### src/rtl/alu_cmd_sequencer.sv
// rtl/alu_cmd_sequencer.sv - command FIFO and repeat issuer feeding the 4-bit accumulator ALU
// Idle and stalled cycles present OR/0 so the accumulator holds its value.
module alu_cmd_sequencer #(
  parameter int DEPTH = 4,
  parameter int CW    = $clog2(DEPTH + 1)
) (
  input  logic          clk,
  input  logic          reset,
  input  logic          in_valid,
  output logic          in_ready,
  input  logic [1:0]    in_op,
  input  logic [3:0]    in_operand,
  input  logic [1:0]    in_rpt,
  input  logic          stall,
  input  logic          flush,
  output logic [1:0]    alu_op,
  output logic [3:0]    alu_operand,
  output logic          alu_issue,
  output logic [CW-1:0] fifo_count,
  output logic          busy
);

  localparam int AW = (DEPTH > 1) ? $clog2(DEPTH) : 1;
  localparam logic [1:0] OP_NOP = 2'b10;

  typedef enum logic {S_IDLE, S_ISSUE} state_t;

  state_t        state, state_next;
  logic [1:0]    op_mem      [DEPTH];
  logic [3:0]    operand_mem [DEPTH];
  logic [1:0]    rpt_mem     [DEPTH];
  logic [AW-1:0] wptr, rptr;
  logic [1:0]    rcnt, rcnt_next;
  logic [1:0]    op_next;
  logic [3:0]    operand_next;
  logic          push, pop;

  assign in_ready  = (fifo_count < CW'(DEPTH)) && !flush;
  assign push      = in_valid && in_ready;
  assign busy      = (fifo_count != '0);
  assign alu_issue = (state == S_ISSUE);

  // Next issue decision; flush wins over everything by leaving the NOP defaults.
  always_comb begin
    state_next   = S_IDLE;
    op_next      = OP_NOP;
    operand_next = 4'b0000;
    rcnt_next    = rcnt;
    pop          = 1'b0;
    if (flush) begin
      rcnt_next = 2'b00;
    end else if (busy && !stall) begin
      state_next   = S_ISSUE;
      op_next      = op_mem[rptr];
      operand_next = operand_mem[rptr];
      if (rcnt == rpt_mem[rptr]) begin
        pop       = 1'b1;
        rcnt_next = 2'b00;
      end else begin
        rcnt_next = rcnt + 2'd1;
      end
    end
  end

  always_ff @(posedge clk) begin
    if (reset) begin
      state       <= S_IDLE;
      alu_op      <= OP_NOP;
      alu_operand <= 4'b0000;
      rcnt        <= 2'b00;
      wptr        <= '0;
      rptr        <= '0;
      fifo_count  <= '0;
    end else begin
      state       <= state_next;
      alu_op      <= op_next;
      alu_operand <= operand_next;
      rcnt        <= rcnt_next;
      if (flush) begin
        wptr       <= '0;
        rptr       <= '0;
        fifo_count <= '0;
      end else begin
        if (push) wptr <= wptr + AW'(1);
        if (pop)  rptr <= rptr + AW'(1);
        fifo_count <= fifo_count + CW'(push) - CW'(pop);
      end
    end
  end

  // Storage needs no reset: entries are only read while counted as valid.
  always_ff @(posedge clk) begin
    if (push) begin
      op_mem[wptr]      <= in_op;
      operand_mem[wptr] <= in_operand;
      rpt_mem[wptr]     <= in_rpt;
    end
  end

endmodule

### config.mk
export PLATFORM = sky130hd
export DESIGN_NAME = alu_cmd_sequencer
export DESIGN_NICKNAME = d
export VERILOG_FILES = /design/src/rtl/alu_cmd_sequencer.sv
export SDC_FILE = /design/constraint.sdc
export NUM_CORES = 1
export LEC_CHECK = 0
export ABC_AREA = 1
export CORE_MARGIN = 2
export CORE_UTILIZATION = 42
export CTS_BUF_LIST = sky130_fd_sc_hd__clkbuf_2 sky130_fd_sc_hd__clkbuf_4 sky130_fd_sc_hd__clkbuf_8
export DETAILED_ROUTE_END_ITERATION = 8
export PLACE_DENSITY = 0.66
export SYNTH_ARGS = -nofsm -noshare
export SYNTH_HDL_FRONTEND = slang
export SYNTH_SLANG_ARGS = --single-unit
export TNS_END_PERCENT = 20
### constraint.sdc
create_clock -name clk -period 5.19 [get_ports clk]
set_clock_uncertainty 0.15 [all_clocks]
set_input_delay 0.519 -clock clk [delete_from_list [all_inputs] [get_ports clk]]
set_output_delay 0.519 -clock clk [all_outputs]
set_load 0.02 [all_outputs]
==> summary.txt <==
Clock network
  • CTS Hold Bufs: 0
  • Post-CTS Setup Repair Bufs: 0
  • Root buffer cell: clkbuf_8
  • Clock Tree Buf Depth: 2
  • CTS clock-pin slew for the worst setup and hold paths: 90 ps
  • Clock Latency Late Sink: 300 ps
  • H-tree depth: 2
  • Total CTS buffers: 5
  • Sink Count: 50
  • CTS tree: yes
  • Post_cts resized: 0

Logic synthesis
  • Yosys Warn Count: 0
  • Post-synth ARST share: 0%
  • Top_reg_cell synth: edfxtp_1
  • Post-synthesis area per instance: 10.7 um2
  • Cells after Synth: 188
  • Mapped Nets: 208
  • EDFF count, synth: 32
  • Flops & latches, synth: 50
  • Post-synth top area cell: edfxtp_1
  • Sequential area share after synthesis: 65.5%
  • Synthesized cell area: 0.00202 mm2
  • Most instantiated library cell after synthesis: edfxtp_1
  • Yosys cell types: 19
  • Top cells by area, synth: edfxtp_1 48%, dfxtp_1 18%, nor2_1 5.8%, nand2_1 5.2%, inv_1 4.1%
  • Synth top area share: 47.6%
  • Commonest cells in the netlist: 32 x edfxtp_1, 31 x nor2_1, 28 x nand2_1

Setup path
  • Buf/Inv on CP: 4
  • Critical path class: primary input to flip-flop
  • CP Launch Point: stall
  • Flop-to-flop setup slack: 2650 ps
  • Crit start category: primary input
  • End of the worst register-to-register path: fifo_count[2]
  • CP endpoint: fifo_count[2]
  • Arr. time, crit path: 2690 ps
  • Worst R2R Path Depth: 15
  • Cell seen most often among critical-path stages: inv_1
  • Critical path depth in cells: 14
  • CP Cell Sequence: clkdlybuf4s50_1 -> a31oi_4 -> nand2_1 -> nor2_2 -> nand3_1 -> inv_1 -> ha_1 -> inv_1 -> ha_1 -> inv_1 -> fa_1 -> xor2_1 -> o21ai_0 -> a21oi_1
  • Crit path max-delay family: adder cells
  • Slowest cell on crit path: clkdlybuf4s50_1
  • CP endpoint kind: flip-flop
  • CP peak stage delay: 440 ps
  • CP Max Fanout: 5
  • Crit path required time: 5230 ps

GRT
  • GR Overflow Total: 0
  • Gr usage total: 13.5%
  • Largest net degree at the start of global routing: 17
  • Initial antenna violation count: 0
  • Number of global-route vias before repair: 1175
  • Global-route wire length before repair: 5290 um

Power and ir drop
  • Peak VDD IR: 0.000165 V
  • Leak: 0.908 nW
  • Power Dens Cells: 285 mW/mm2

Drt
  • WL met2: 1660 um
  • WL final: 3310 um
  • Via density per instance: 4.82
  • Number of DRC markers in iteration 0: 76
  • Routed via count: 1306
  • DR DRC count: 0
  • Highest routed layer: met4
  • Metal3 WL: 86 um
  • Post-route met1 wirelength: 1530 um
  • Pre-Repair DR Iteration Count: 7
  • WL per Instance: 12.2 um
  • Antenna Nets Post-Route: 0

STA
  • Setup TNS: 0 ps
  • Worst rel slew slack: 42.8%
  • Final setup viols: 0
  • Hold Fails Final Rpt: 0
  • Worst slew pin tran: 855 ps
  • Period utilization: 51.1%
  • Final Max Slew Viols: 0
  • Min Tclk post-route: 2650 ps
  • RSZ-0062 raised after global routing: no
  • Fmax: 377 MHz

Min path
  • Hold Path Class: flip-flop to flip-flop
  • Hold Path Stages: 2

Die
  • DIE HEIGHT: 73.3 um
  • Core ar.: 0.00469 mm2
  • DIE WIDTH: 73.3 um
  • Starting density of the core: 43.0%
  • Cell Rows: 25
  • Die area: 0.00537 mm2
  • I/O pins: 25

Job
  • Max Cap Viol: 0

Layout
  • Synth-to-Final Area Change: 18.9%
  • Fillcell total: 422
  • Design area: 0.00240 mm2
  • Layout Cells excl Fill: 271
  • Post-layout nets: 236
  • N_diodes: 0
  • Share of layout cells above drive strength 1: 8.29%

Outcome
  • Status: finished clean

Placed design
  • Post-Place Cells: 263
  • GPL Wtd Cong: 0.812
  • Port Buf Inserts: 24
  • Post-DP HPWL: 2280 um
  • Placed cell area: 0.00231 mm2
-- final cells by class --
| cell class | instances | area (um2) | share of cell area, % |
|---|---|---|---|
| sequential | 50 | 1320 | 55.1 |
| multi-input combinational | 111 | 591 | 24.6 |
| timing repair buffer | 24 | 240 | 10.0 |
| inverter | 24 | 90.1 | 3.76 |
| clock buffer | 5 | 68.8 | 2.87 |
| tap | 54 | 67.6 | 2.82 |
| clock inverter | 3 | 20.0 | 0.835 |
-- flip-flops by register name, indices dropped and copies added, names as in the netlist, named ones only --
register,flops
alu_issue,1
rcnt,2
rpt_mem,8
rptr,2
alu_op,2
alu_operand,4
op_mem,8
operand_mem,16
fifo_count,3
wptr,2
-- how the worst min path moves through the flow --
stage / startpoint / to
after floorplan: rcnt[1] / rcnt[1]
after CTS: rcnt[1] / rcnt[1]
after global placement: rcnt[1] / rcnt[1]
after detailed placement: rcnt[1] / rcnt[1]
final: rcnt[1] / rcnt[1]
after global routing: rcnt[1] / rcnt[1]
-- metal layers --
layer,up-vias,global-route usage [%]
met5,-,0
met4,0,4.85
met3,6,4.12
met2,19,22.6
met1,608,16.5
li1,673,-
-- layout by cell type, fill, tap and decap left out, types with 5 or more instances in the layout --
cell type / synthesis / layout
a21oi_1: 12 / 12
clkbuf_8: 0 / 5
clkdlybuf4s50_1: 0 / 24
dfxtp_1: 18 / 18
edfxtp_1: 32 / 32
ha_1: 6 / 6
inv_1: 22 / 22
nand2_1: 28 / 28
nand3_1: 9 / 9
nor2_1: 31 / 31
o21ai_0: 13 / 13
-- worst min-delay path: stages (launching register included) --
cell	delay, ps
dfxtp_1	340
nand2_1	70
a21oi_1	50
-- cells by family (layout without fill, tap and decap cells) --
family / count (synthesis) / in the layout / share of synthesized area (%)
compound gates: 27 / 27 / 7.69
flops: 50 / 50 / 65.5
buf+inv: 27 / 56 / 5.21
fa+ha+maj: 7 / 7 / 4.71
simple gates: 76 / 76 / 16.4
xor+xnor: 1 / 1 / 0.434
-- per-stage QoR --
| step | worst slack [ps] | power, mW | hold WS (ps) | util, % |
|---|---|---|---|---|
| 6_report | 2540 | 0.684 | 346 | 51.1 |
| 5_1_grt | 2380 | 0.716 | 370 | 51.1 |
| 4_1_cts | 2530 | 0.693 | 350 | 51.1 |
| 3_5_place_dp | 2200 | 0.476 | 336 | 49.2 |
| 3_3_place_gp | 2260 | 0.475 | 325 | 49.2 |
| 2_1_floorplan | 2590 | 0.456 | 304 | - |
-- report_power, final --
group | internal [mW] | leakage (nW) | total, mW | switching [mW]
registers | 0.428 | 0.436 | 0.430 | 0.00219
clock network | 0.0949 | 0.0422 | 0.218 | 0.124
logic | 0.0163 | 0.430 | 0.0356 | 0.0194
total | 0.539 | 0.908 | 0.684 | 0.145
(Power assumes the default switching activity.)
